<file path="src/rtl/k_and_s_pkg.sv">
// Shared K&S types: instruction decode enum, opcode bytes, ALU operation codes.
// Also holds the opcode decode helpers used by datapath.
package k_and_s_pkg;

  typedef enum logic [3:0] {
    I_NOP, I_LOAD, I_STORE, I_MOVE, I_ADD, I_SUB, I_AND, I_OR,
    I_BRANCH, I_BZERO, I_BNZERO, I_BNEG, I_BNNEG, I_HALT
  } decoded_instruction_type;

  localparam logic [7:0] OPC_NOP    = 8'h00;
  localparam logic [7:0] OPC_BRANCH = 8'h01;
  localparam logic [7:0] OPC_BZERO  = 8'h02;
  localparam logic [7:0] OPC_BNEG   = 8'h03;
  localparam logic [7:0] OPC_BNNEG  = 8'h0A;
  localparam logic [7:0] OPC_BNZERO = 8'h0B;
  localparam logic [7:0] OPC_LOAD   = 8'h81;
  localparam logic [7:0] OPC_STORE  = 8'h82;
  localparam logic [7:0] OPC_MOVE   = 8'h91;
  localparam logic [7:0] OPC_ADD    = 8'hA1;
  localparam logic [7:0] OPC_SUB    = 8'hA2;
  localparam logic [7:0] OPC_AND    = 8'hA3;
  localparam logic [7:0] OPC_OR     = 8'hA4;
  localparam logic [7:0] OPC_HALT   = 8'hFF;

  localparam logic [1:0] OP_OR  = 2'b00;
  localparam logic [1:0] OP_ADD = 2'b01;
  localparam logic [1:0] OP_SUB = 2'b10;
  localparam logic [1:0] OP_AND = 2'b11;

  function automatic decoded_instruction_type decode_opcode(input logic [7:0] opc);
    case (opc)
      OPC_BRANCH: decode_opcode = I_BRANCH;
      OPC_BZERO:  decode_opcode = I_BZERO;
      OPC_BNEG:   decode_opcode = I_BNEG;
      OPC_BNNEG:  decode_opcode = I_BNNEG;
      OPC_BNZERO: decode_opcode = I_BNZERO;
      OPC_LOAD:   decode_opcode = I_LOAD;
      OPC_STORE:  decode_opcode = I_STORE;
      OPC_MOVE:   decode_opcode = I_MOVE;
      OPC_ADD:    decode_opcode = I_ADD;
      OPC_SUB:    decode_opcode = I_SUB;
      OPC_AND:    decode_opcode = I_AND;
      OPC_OR:     decode_opcode = I_OR;
      OPC_HALT:   decode_opcode = I_HALT;
      default:    decode_opcode = I_NOP;
    endcase
  endfunction

  // NOP is a listed opcode, so it cannot be distinguished by the enum alone.
  function automatic logic opcode_known(input logic [7:0] opc);
    opcode_known = (opc == OPC_NOP) || (decode_opcode(opc) != I_NOP);
  endfunction

endpackage

</file>
<file path="src/rtl/ks_alu.sv">
// K&S ALU: combinational OR/ADD/SUB/AND on 16-bit operands with raw flags.
// Zero latency; no flow control.
module ks_alu
  import k_and_s_pkg::*;
(
  input  logic [15:0] a_i,
  input  logic [15:0] b_i,
  input  logic [1:0]  op_i,
  output logic [15:0] result_o,
  output logic        zero_o,
  output logic        neg_o,
  output logic        uovf_o,
  output logic        sovf_o
);

  logic [16:0] res17;

  always_comb begin
    res17  = 17'd0;
    uovf_o = 1'b0;
    sovf_o = 1'b0;
    case (op_i)
      OP_ADD: begin
        res17  = {1'b0, a_i} + {1'b0, b_i};
        uovf_o = res17[16];
        sovf_o = (a_i[15] == b_i[15]) && (res17[15] != a_i[15]);
      end
      OP_SUB: begin
        // Bit 16 of the widened difference is the borrow (A < B unsigned).
        res17  = {1'b0, a_i} - {1'b0, b_i};
        uovf_o = res17[16];
        sovf_o = (a_i[15] != b_i[15]) && (res17[15] != a_i[15]);
      end
      OP_AND:  res17 = {1'b0, a_i & b_i};
      default: res17 = {1'b0, a_i | b_i};
    endcase
  end

  assign result_o = res17[15:0];
  assign zero_o   = (res17[15:0] == 16'd0);
  assign neg_o    = res17[15];

endmodule

</file>
<file path="src/rtl/datapath.sv">
// K&S datapath: PC, IR, decode, 4x16 register file, ALU and flags; executes control_unit strobes.
// Optional KS_ILLEGAL_OP_EN adds a sticky illegal_op output for unlisted opcodes.
module datapath
  import k_and_s_pkg::*;
#(
  parameter int DATA_W   = 16,
  parameter int ADDR_W   = 5,
  parameter int NUM_REGS = 4
) (
  input  logic                    clk,
  input  logic                    rst_n,
  input  logic                    branch,
  input  logic                    pc_enable,
  input  logic                    ir_enable,
  input  logic                    write_reg_enable,
  input  logic                    addr_sel,
  input  logic                    c_sel,
  input  logic [1:0]              operation,
  input  logic                    flags_reg_enable,
  output decoded_instruction_type decoded_instruction,
  output logic                    zero_op,
  output logic                    neg_op,
  output logic                    unsigned_overflow,
  output logic                    signed_overflow,
`ifdef KS_ILLEGAL_OP_EN
  output logic                    illegal_op,
`endif
  output logic [ADDR_W-1:0]       ram_addr,
  input  logic [DATA_W-1:0]       data_in,
  output logic [DATA_W-1:0]       data_out
);

  logic [ADDR_W-1:0] pc_q, pc_d;
  logic [DATA_W-1:0] ir_q, ir_d;
  logic [DATA_W-1:0] regs_q [NUM_REGS];
  logic [3:0]        flags_q, flags_d;

  logic [1:0]        a_idx, b_idx, wr_idx;
  logic [DATA_W-1:0] a_dat, b_dat, wr_dat, alu_res;
  logic              alu_zero, alu_neg, alu_uovf, alu_sovf;

  assign decoded_instruction = decode_opcode(ir_q[15:8]);

  assign a_idx  = ir_q[3:2];
  assign b_idx  = (decoded_instruction == I_MOVE) ? a_idx : ir_q[1:0];
  assign wr_idx = (decoded_instruction == I_LOAD) ? ir_q[6:5] : ir_q[5:4];
  assign a_dat  = regs_q[a_idx];
  assign b_dat  = regs_q[b_idx];
  assign wr_dat = c_sel ? alu_res : data_in;

  assign data_out = regs_q[ir_q[6:5]];
  assign ram_addr = addr_sel ? pc_q : ir_q[4:0];

  ks_alu u_alu (
    .a_i      (a_dat),
    .b_i      (b_dat),
    .op_i     (operation),
    .result_o (alu_res),
    .zero_o   (alu_zero),
    .neg_o    (alu_neg),
    .uovf_o   (alu_uovf),
    .sovf_o   (alu_sovf)
  );

  always_comb begin
    pc_d    = pc_q;
    ir_d    = ir_q;
    flags_d = flags_q;
    if (pc_enable) pc_d = branch ? ir_q[4:0] : pc_q + 1'b1;
    if (ir_enable) ir_d = data_in;
    if (flags_reg_enable) flags_d = {alu_zero, alu_neg, alu_uovf, alu_sovf};
  end

  always_ff @(posedge clk) begin
    if (!rst_n) begin
      pc_q    <= '0;
      ir_q    <= '0;
      flags_q <= '0;
      for (int i = 0; i < NUM_REGS; i++) regs_q[i] <= '0;
    end else begin
      pc_q    <= pc_d;
      ir_q    <= ir_d;
      flags_q <= flags_d;
      if (write_reg_enable) regs_q[wr_idx] <= wr_dat;
    end
  end

  assign {zero_op, neg_op, unsigned_overflow, signed_overflow} = flags_q;

`ifdef KS_ILLEGAL_OP_EN
  logic illegal_q, illegal_d;

  assign illegal_d = illegal_q | ~opcode_known(ir_q[15:8]);

  always_ff @(posedge clk) begin
    if (!rst_n) illegal_q <= 1'b0;
    else        illegal_q <= illegal_d;
  end

  assign illegal_op = illegal_q;
`endif

endmodule
</file>
<file path="config.mk">
export PLATFORM = sky130hd
export DESIGN_NAME = datapath
export DESIGN_NICKNAME = d
export VERILOG_FILES = /design/src/rtl/k_and_s_pkg.sv /design/src/rtl/ks_alu.sv /design/src/rtl/datapath.sv
export SDC_FILE = /design/constraint.sdc
export NUM_CORES = 1
export LEC_CHECK = 0
export ABC_AREA = 0
export CORE_MARGIN = 4
export CORE_UTILIZATION = 43
export DETAILED_ROUTE_END_ITERATION = 10
export PLACE_DENSITY = 0.63
export SETUP_SLACK_MARGIN = 0.05
export SYNTH_ARGS = -nofsm -noshare
export SYNTH_HDL_FRONTEND = slang
export SYNTH_SLANG_ARGS = --single-unit
export TNS_END_PERCENT = 30
</file>
<file path="constraint.sdc">
create_clock -name clk -period 7.3 [get_ports clk]
set_input_delay 2.19 -clock clk [delete_from_list [all_inputs] [get_ports clk]]
set_output_delay 2.19 -clock clk [all_outputs]
set_load 0.005 [all_outputs]
</file>
## Word-level counts from Yosys, hierarchy flattened

Memories as Yosys holds them, arrays and structs flattened. A register that Yosys moved wholly into a read port is not among the register bits.
Cells that the tools add are included.
Widths: inputs -> output; s select.

- Flip-flop bits (word level): 25
- Memory bits (writable): 64
- Bits of input ports: 27
- Output and inout bits: 29
- Logic and storage cells: 55
- Memories: 1

Memories:

| name | words | bits a word | rd ports | clocked after memory_dff | write ports | line | RTL |
|---|---|---|---|---|---|---|---|
| regs_q | 4 | 16 | 3 | 2 | 4 | datapath.sv:35 | `logic [DATA_W-1:0] regs_q [NUM_REGS];` |

- Add/subtract/negate cells: 3
- Equality and inequality tests: 22
- Muxes and demuxes: 20
- Bitwise operators: 2
- Reduce and logical (&&, ||, !) cells: 4

Operators with widths:

| kind | number |
|---|---|
| $eq 8x8->1 const B | 8 |
| $pmux 4 s13 | 1 |
| $pmux 16 s3 | 1 |
| $mux 16 | 2 |
| $add 16x16->17 | 1 |
| $sub 16x16->17 | 1 |
| $and 16x16->16 | 1 |
| $eq 8x2->1 const B | 2 |
| $eq 8x4->1 const B | 2 |
| $logic_not 16->1 | 1 |
| $or 16x16->16 | 1 |
| $reduce_or 16->1 | 1 |
| $mux 2 | 7 |
| $mux 5 | 2 |
| $eq 8x1->1 const B | 1 |
| $add 5x1->5 const B | 1 |
| $mux 1 | 5 |
| $eq 2x2->1 const B | 2 |
| $eq 4x1->1 const B | 1 |
| $eq 4x2->1 const B | 1 |
| $pmux 1 s2 | 2 |
| $ne 1x1->1 | 3 |
| $eq 2x1->1 const B | 1 |
| $logic_and 1x1->1 | 2 |
| $eq 1x1->1 | 1 |

## Logic depth before layout (Yosys ltp)

Gate-level depths: netlist of run 1.
An unclocked memory read counts as a cell.

- Depth in word-level cells: 9
- Gate-level depth with buffers: 19
- Depth with buffers taken out: 18

## By module

Synthesis of run 1 repeated with hierarchy kept, for this count alone.

- Cell total of the unflattened synthesis: 1001
- Area total of the unflattened synthesis: 8991.1 um^2

Modules (own cells, without submodules):

| module | instances | cells each | area an instance (um^2) | sequential area each (um^2) |
|---|---|---|---|---|
| datapath | 1 | 639 | 6371.1 | 2482.4 |
| ks_alu | 1 | 362 | 2620.0 | 0.0 |

## Least setup slack after synthesis of run 1

No wires, ideal clock.

- Kind: input -> output
- From: in addr_sel
- To: out ram_addr[1]
- Data arrival time: 2.504 ns
- Path slack: 2.606 ns
- Stages on the path: 1
- Path buffers: 0
- Cells stage by stage: mux2_2

- Longest elaborated chain between the ends: 1

Ends and longest elaborated chain:

| what | line | RTL |
|---|---|---|
| start: declaration | datapath.sv:16 | `input logic addr_sel,` |
| $mux 5 | datapath.sv:52 | `assign ram_addr = addr_sel ? pc_q : ir_q[4:0];` |
| end: declaration | datapath.sv:28 | `output logic [ADDR_W-1:0] ram_addr,` |

No other way between the ends.

## Worst setup path after layout of run 1

- From: in addr_sel
- To: out ram_addr[3]

Same word-level chain as after synthesis.

==> results of run 1 <==
worst max-delay path: stages:
cell and delay [ns]:
clkdlybuf4s50_1 0.58, mux2_2 0.36, clkdlybuf4s50_1 0.45
synthesized netlist by cell type (8+ instances only):
library cell / number / area [sq um]
ha_1: 55 / 688
a21o_1: 10 / 75.1
a22oi_1: 9 / 67.6
o21ai_0: 19 / 95.1
nand2_1: 33 / 124
nor2b_1: 28 / 175
nor2_1: 71 / 267
mux4_2: 47 / 1060
dfxtp_1: 28 / 561
a21oi_1: 34 / 170
xnor2_1: 12 / 105
inv_1: 66 / 248
clkbuf_1: 39 / 146
edfxtp_1: 64 / 1920
nand3_1: 23 / 115
mux2_2: 11 / 124
or3_1: 8 / 50.1
o21bai_1: 8 / 60.1
mux2i_1: 29 / 290
flip-flops by register name, indices dropped and copies added, names as in the netlist, named ones only:
register,cells
ir_q,15
flags_q,4
pc_q,5
regs_q,64
report_power, final:
part / switching, W / internal (W) / total (W)
Sequential: 0.0000298 / 0.000590 / 0.000619
Combinational: 0.000332 / 0.000244 / 0.000576
Clock: 0.000192 / 0.000228 / 0.000420
Total: 0.000553 / 0.00106 / 0.00162
per-layer routing:
metal | wire, um | up-vias
li1 | - | 2786
met5 | 0 | -
met2 | 10300 | 237
met1 | 9060 | 2968
met3 | 1100 | 28
met4 | 402 | 0
cell families (layout without fill, tap and decap cells):
group	Yosys count	after routing
muxes	89	89
and+or+nand+nor	209	209
adders and majority gates	57	57
xor gates and xnor gates	16	16
DFF	92	92
AOI/OAI and AO/OA	158	158
buffers and inverters	118	147
layout make-up:
class / instances / share of cell area (%)
sequential: 92 / 29.2
tap: 225 / 3.32
clock inverter: 7 / 0.516
inverter: 68 / 3.01
clock buffer: 9 / 2.65
multi-input combinational: 529 / 54.1
timing repair buffer: 63 / 7.19
worst paths after layout:
path                        end
hold reg to reg      flags_q[1]
setup / recovery    ram_addr[3]
setup reg to reg  regs_q[0][11]
hold / removal       flags_q[1]
metrics by stage:
step	utilization [%]	worst slack [ns]	instance area [sq um]
6_report	49.3	1.53	8490
3_3_place_gp	47.7	1.54	8220
5_1_grt	49.3	1.47	8490
3_5_place_dp	47.7	1.52	8220
2_1_floorplan	-	2.61	7520
4_1_cts	49.3	1.51	8490
==> results.yml, run 1 <==
placed_design:
  hpwlAfterDp_mm: 15.4
  port_buffers: 55
  dp.cells: 977
  routabilityCongestion: 0.910
clock_network:
  cts_buffers: 9
  numClockSinks: 92
  cts-root-buf: "clkbuf_16"
  cts_hold_buf: 0
  cts_buffer_depth: 2
  clk_pin_slew_worst_paths_ns: 0.06
  cts_resized: 0
  post_cts.repair.setup_buffers: 0
  cts_tree: "built"
  htreeDepth: 3
  worstSkewPairLatency_ns: 0.34
sta:
  whs_ns: 0.510
  fmax_mhz: 173
  drv_slew: 0
  hold_viol: 0
  fin_worst_skew_ns: 0.00601
  setup_tns_ns: 0
  rsz0062_at_grt: "false"
  fin_crit_sh_pct: 79.1
  setup_violations: 0
  tightest_slew_ns: 1.04
  max-slew-margin-rel_pct: 30.9
  min_period_ns: 5.77
critical_path:
  startpoint_type: "input pin"
  critPathKind: "input pin to output port"
  crit_arrival_ns: 3.58
  cp_max_fo: 6
  r2r_setup_slack_ns: 1.84
  critPathCaptureType: "output port"
  ff2ff_path_depth: 17
  cp.required_ns: 5.11
  crit_start: "addr_sel"
  timing.rr.start: "ir_q[8]"
synth:
  synth-compound-area-share_pct: 15.4
  async_flop_share_pct: 0
  synth_top_family_by_area: "multiplexers"
  synth_xor_area_share_pct: 1.86
  synth_cell_type_count: 79
  post_synth_and_or_nand_nor_area_fraction_pct: 13.8
  synth_fa_ha_area_share_pct: 9.68
  synth_mux_area_share_pct: 20.1
  netlist_area_sq_mm: 0.00752
  ys.flop_type: "edfxtp_1"
  ys_ff_latch: 92
  synthesis.nets: 823
  avgSynthCellArea_sq_um: 10.2
  syn_inst: 739
  synth_edf_count: 64
  ys_warn_count: 0
  yosysSeqAreaShare_pct: 33.0
drt:
  wl_per_cell_um: 21.0
  drt_pass1_iterations: 5
  drt_wl_total_mm: 20.9
  avgViaCountPerCell: 6.06
  drt-initial-drc-count: 496
  drcViolationCount: 0
  antenna_left: 0
  vias: 6019
global_route:
  busiest_layer: "met2"
  antenna_found_initial: 0
  gr-usage-met1_pct: 27.5
  grt_util_met3_pct: 2.08
  use_met2_pct: 35.7
  grt_max_degree: 40
  grt_usage_pct: 20.6
  grt_remaining_overflow: 0
  grt_pass1_wl_mm: 32.3
  grt_pass1_vias: 5970
floorplanning:
  die_h_um: 140
  core_area_sq_mm: 0.0172
  rows: 48
  pin_count: 56
  dieArea_sq_mm: 0.0197
  start_util_pct: 43.6
  die_x_um: 140
power:
  leakage_nw: 3.31
  irDropWorstVdd_mv: 0.108
  finalPower_w: 0.00162
  cellPowerDensity_mw_per_mm2: 190
finish:
  layout_common_cells: "71 x nor2_1, 66 x inv_1, 64 x edfxtp_1"
  diodes: 0
  seq_area_sq_mm: 0.00248
  syn_to_final_growth_pct: 12.8
  nFillCells: 1519
  fin_nets: 847
  layout_commonest_cell: "nor2_1"
  layout.cells.non_filler: 993
  multi_input_area_sq_mm: 0.00459
  drive_gt1_share_pct: 12.9
job:
  cap_violations: 0
worst_hold_path:
  holdPathStages: 2
  hp-class: "flop to flop"
  hp-start: "flags_q[1]"
status:
  status: "complete, no violations"
Power figures use the tool's default switching activity.
==> run 2: changes to the inputs <==
==> constraint.sdc (replaced) <==
create_clock -name clk -period 5.5 [get_ports clk]
set_input_delay 1.65 -clock clk [delete_from_list [all_inputs] [get_ports clk]]
set_output_delay 1.65 -clock clk [all_outputs]
set_load 0.005 [all_outputs]
==> run 2 against run 1 <==
Combinational power rose by 33%. Final area rose by 1.1%. Hold slack improved by 0.0092 ns. Via count rose by 3.2%. Clock power rose by 37%. Largest power group unchanged. Highest routed layer unchanged.
==> results.yml, run 2 (synthesis gave the netlist of run 1 again) <==
drt:
  drt_wl_total_mm: 21.5
  drt_pass1_iterations: 6
  avgViaCountPerCell: 6.19
  drcViolationCount: 0
  vias: 6214
  drt-initial-drc-count: 660
  antenna_left: 0
  wl_per_cell_um: 21.4
finish:
  syn_to_final_growth_pct: 14.1
  layout_common_cells: "71 x nor2_1, 66 x inv_1, 64 x edfxtp_1"
  drive_gt1_share_pct: 14.1
  layout.cells.non_filler: 1004
  layout_commonest_cell: "nor2_1"
  top_register: "regs_q"
  postLayoutCellArea_sq_mm: 0.00858
  reg_top3: "regs_q x64, ir_q x15, pc_q x5"
  diodes: 0
  largest_register_ff_count: 64
  fin_nets: 858
critical_path:
  crit_arrival_ns: 5.06
  startpoint_type: "flop"
  r2r-end: "regs_q[1][8]"
  crit_buf_inv: 3
  crit_chain: "nor2b_1 > nand4b_1 > inv_1 > nand2_2 > mux2i_4 > buf_4 > mux4_2 > ha_1 > inv_1 > fa_1 > nor2b_1 > o311ai_2 > a31oi_1 > xnor2_1 > a222oi_1 > mux2i_1 > mux2_2 > nand3_1 > nor2_1"
  crit_end: "regs_q[1][8]"
  ff2ff_path_depth: 19
  timing.rr.start: "ir_q[8]"
  r2r_setup_slack_ns: 0.52
  cp_max_fo: 7
  crit_cells: 19
  critical-path-top-delay-family: "multiplexers"
  crit_start: "ir_q[8]"
  cpPeakStageDelay_ns: 0.46
  critPathKind: "flop to flop"
  cp.required_ns: 5.58
  critPathCaptureType: "flop"
  cp_slowest_cell: "fa_1"
power:
  cellPowerDensity_mw_per_mm2: 252
  irDropWorstVdd_mv: 0.180
  leakage_nw: 3.38
  finalPower_w: 0.00216
sta:
  setup_tns_ns: 0
  min_period_ns: 4.98
  setup_violations: 0
  fin_worst_skew_ns: 0.00799
  max-slew-margin-rel_pct: 17.1
  rsz0062_at_grt: "false"
  whs_ns: 0.519
  fmax_mhz: 201
  drv_slew: 0
  tightest_slew_ns: 1.24
  fin_crit_sh_pct: 90.6
  hold_viol: 0
global_route:
  grt_pass1_vias: 6043
  grt_usage_pct: 21.9
  grt_remaining_overflow: 0
  grt_pass1_wl_mm: 34.0
  antenna_found_initial: 0
  grt_max_degree: 40
clock_network:
  clk_pin_slew_worst_paths_ns: 0.06
  cts_hold_buf: 0
  htreeDepth: 3
  post_cts.repair.setup_buffers: 0
  cts_resized: 0
  cts-root-buf: "clkbuf_16"
  numClockSinks: 92
  cts_buffers: 9
  cts_tree: "built"
  cts_buffer_depth: 2
  worstSkewPairLatency_ns: 0.33
placed_design:
  routabilityCongestion: 0.930
  placed_area_sq_mm: 0.00829
  port_buffers: 55
  dp.cells: 986
  hpwlAfterDp_mm: 16.2
floorplanning:
  die_x_um: 140
  die_h_um: 140
  start_util_pct: 43.6
  dieArea_sq_mm: 0.0197
  rows: 48
  core_area_sq_mm: 0.0172
  pin_count: 56
worst_hold_path:
  hp-class: "flop to flop"
job:
  cap_violations: 0
status:
  status: "complete, no violations"
run 2: power by group:
part	leakage [nW]	switching, W	internal (W)
Combinational	2.34	0.000435	0.000330
Sequential	0.898	0.0000428	0.000783
Clock	0.142	0.000245	0.000329
run 2: per-layer routing:
layer / GRT usage, % / share of wire [%]
met1: 28.2 / 41
met3: 3.45 / 7.2
met5: 0 / 0
met4: 6.07 / 1.9
met2: 38.2 / 50
run 2: layout make-up:
cell class                 count  area (sq um)
fill                        1530          8650
inverter                      68           255
sequential                    92          2480
clock inverter                 4          23.8
tap                          225           282
timing repair buffer          74           693
clock buffer                  12           256
multi-input combinational    529          4590
run 2: worst register-to-register path, stage by stage (launching register included):
cell      delay, ns
dfxtp_1        0.43
nor2b_1        0.25
nand4b_1       0.19
inv_1          0.11
nand2_2        0.11
mux2i_4        0.24
buf_4          0.18
mux4_2         0.39
ha_1           0.20
inv_1          0.07
fa_1           0.46
nor2b_1        0.18
o311ai_2       0.41
a31oi_1        0.18
xnor2_1        0.15
a222oi_1       0.35
mux2i_1        0.28
mux2_2         0.33
nand3_1        0.14
nor2_1         0.08
run 2: worst min path at each step:
| stage | from | end | slack (ns) | cells past startpoint |
|---|---|---|---|---|
| 4_1_cts | flags_q[1] | flags_q[1] | 0.52 | 2 |
| 3_5_place_dp | flags_q[1] | flags_q[1] | 0.51 | 2 |
| 2_1_floorplan | flags_q[1] | flags_q[1] | 0.48 | 2 |
| 5_1_grt | flags_q[1] | flags_q[1] | 0.55 | 2 |
| 3_3_place_gp | flags_q[1] | flags_q[1] | 0.47 | 2 |
| 6_report | flags_q[1] | flags_q[1] | 0.52 | 2 |
run 2: metrics by stage:
stage | setup slack [ns] | utilization, %
6_report | 0.515 | 49.8
5_1_grt | 0.178 | 49.8
4_1_cts | 0.369 | 49.7
3_5_place_dp | 0.392 | 48.1
3_3_place_gp | 0.446 | 48.1
2_1_floorplan | 1.03 | -
==> variant (flow settings as in run 2) <==
Register the output `unsigned_overflow`; this adds one clock of latency there. The other outputs are not delayed to match.
--- a/src/rtl/datapath.sv
+++ b/src/rtl/datapath.sv
@@ -29,6 +29,8 @@
   input  logic [DATA_W-1:0]       data_in,
   output logic [DATA_W-1:0]       data_out
 );
+
+  logic unsigned_overflow_d;
 
   logic [ADDR_W-1:0] pc_q, pc_d;
   logic [DATA_W-1:0] ir_q, ir_d;
@@ -85,7 +87,7 @@
     end
   end
 
-  assign {zero_op, neg_op, unsigned_overflow, signed_overflow} = flags_q;
+  assign {zero_op, neg_op, unsigned_overflow_d, signed_overflow} = flags_q;
 
 `ifdef KS_ILLEGAL_OP_EN
   logic illegal_q, illegal_d;
@@ -100,4 +102,8 @@
   assign illegal_op = illegal_q;
 `endif
 
+  always_ff @(posedge clk) begin
+    unsigned_overflow <= unsigned_overflow_d;
+  end
+
 endmodule
Check against the original RTL: not equivalent (Yosys sat finds a counterexample within 4 cycles, from zero or initial values and one cycle with rst_n low).
==> variant against run 2 <==
  * Clock skew increased by 0.0022 ns
  * Synthesized area grew 0.27%
  * Via count down 0.72%
  * Wire length increased by 0.25%
  * Sequential cell count increased by 1
  * Total power is 3.0% higher
  * Setup slack lost 0.13 ns
  * Core utilization increased by 0.23 points
  * Critical path depth decreased by 3
  * Final area increased by 0.45%
  * Largest power group unchanged
==> variant: results (changes against run 2) <==
Setup path
  – Slowest Stage Delay on Critical Path: 0.63 ns (+0.17 ns)
  – Crit path max-delay family: simple AND/OR/NAND/NOR gates
  – Slowest CP cell: or4_1
  – Crit path max fanout: 11 (+4)
  – FF-to-FF path depth: 16 (-3)
  – Crit path buf inv count: 2 (-1)
  – Critical path arrival: 5.19 ns (+0.13 ns)

Synth
  – Commonest cells in the netlist: nor2_1, inv_1, edfxtp_1, ha_1, mux4_2
  – Multiplexer share of the synthesized area: 0.201 (-0.000534)
  – Ys flop type: edfxtp_1
  – Synth Area in XOR/XNOR: 0.0186 (-0.0000494)
  – Async set-reset flop share out of synthesis: 0 (unchanged)
  – Synth warn: 0 (unchanged)
  – Area share of fa/ha/maj cells after synthesis: 0.0965 (-0.000257)
  – Synth Area in Compound Gates: 0.153 (-0.000408)
  – Cells taking the most area after synthesis: edfxtp_1, mux4_2, ha_1, dfxtp_1, mux2i_1
  – Syn Nets: 824 (+0.12%)
  – Sequential share of the synthesized area: 0.332 (+0.00178)

Clock tree
  – Post-CTS resize count: 0 (unchanged)
  – H-tree depth: 3 (unchanged)
  – Clk pin slew, worst setup/hold paths: 0.07 ns
  – Worst-Skew Late Latency: 0.34 ns
  – CTS Buf Count: 9 (unchanged)

GRT
  – Vias in the first global route: 6,222 (+3.0%)
  – Initial antenna violation count: 0 (unchanged)
  – Largest net degree at the start of global routing: 27 (-33%)
  – GRT Util Overall: 0.220 (+0.000921)
  – First-pass GRT wire length: 34,400 µm (+1.3%)

Outcome
  – Status: complete, no violations

Min path
  – Hold crit path type: flip-flop to flip-flop
  – Hold depth: 0 (-2)

Routing
  – Post-DRT Antenna Nets: 0 (unchanged)
  – Initial DRC count: 535 (-19%)
  – Routed wire length per instance: 21.4 µm (+0.15%)
  – Via-per-instance ratio: 6.14 (-0.82%)

STA
  – Worst Skew: 0.0102 ns (+0.00220 ns)
  – Worst-margin pin slew: 1.20 ns (-0.0380 ns)
  – Final WS setup: 0.384 ns (-0.132 ns)

Finish
  – Fraction of layout cells with a size suffix above 1: 0.141 (-0.000181)
  – Nets@finish: 859 (+0.12%)
  – # diodes: 0 (unchanged)
  – Biggest regs: regs_q (64), ir_q (15), pc_q (5)

Placed design
  – Port bufs: 55 (unchanged)
  – Dpl hpwl: 16,000 µm (-0.70%)
  – Worst setup slack after placement: 0.484 ns (+0.0919 ns)
  – Final GP Congestion: 0.963 (+3.5%)

Power and ir drop
  – Worst vdd rail ir drop: 0.166 mV (-7.7%)
  – Pleak: 3.39 nW (+0.23%)
==> variant: cell types whose count changed after synthesis <==
cell	change
dfxtp_1	+1
==> variant: where the power goes <==
part / internal (mW) / switching, mW
registers: 0.790 / 0.0397
clock network: 0.355 / 0.271
logic: 0.331 / 0.443
==> variant: final timing paths <==
check	start	to
max	ir_q[8]	regs_q[2][13]
min	flags_q[1]	unsigned_overflow
max reg2reg	ir_q[8]	regs_q[2][13]
min reg2reg	flags_q[1]	unsigned_overflow
==> variant: cell families after synthesis <==
kind of cell | after synthesis
DFF | 93
AOI/OAI and AO/OA | 158
and+or+nand+nor | 209
buffers and inverters | 118
xor gates and xnor gates | 16
adders and majority gates | 57
muxes | 89
==> variant: area by class of cell <==
| class | instances | area (µm²) |
|---|---|---|
| clock buffer | 9 | 225 |
| clock inverter | 7 | 73.8 |
| fill | 1547 | 8610 |
| inverter | 68 | 255 |
| multi-input combinational | 529 | 4590 |
| sequential | 93 | 2500 |
| tap | 225 | 282 |
| timing repair buffer | 74 | 693 |
==> variant: layer usage <==
metal	track usage	vias to the layer above	wire, µm
met5	0	-	0
met4	0.0586	0	329
met3	0.0393	31	1750
met2	0.364	307	10500
met1	0.298	3010	8970
li1	-	2821	-
==> variant: metrics by stage <==
step	total power, mW	hold slack [ns]	instance area [µm²]	cells	util
final	2.23	0.356	8620	1005	0.500
after global routing	2.34	0.369	8620	1005	0.500
after CTS	2.23	0.361	8620	1005	0.500
after detailed placement	1.60	0.350	8320	989	0.483
after global placement	1.59	0.339	8320	989	0.483
after floorplan	1.37	0.331	7540	740	-
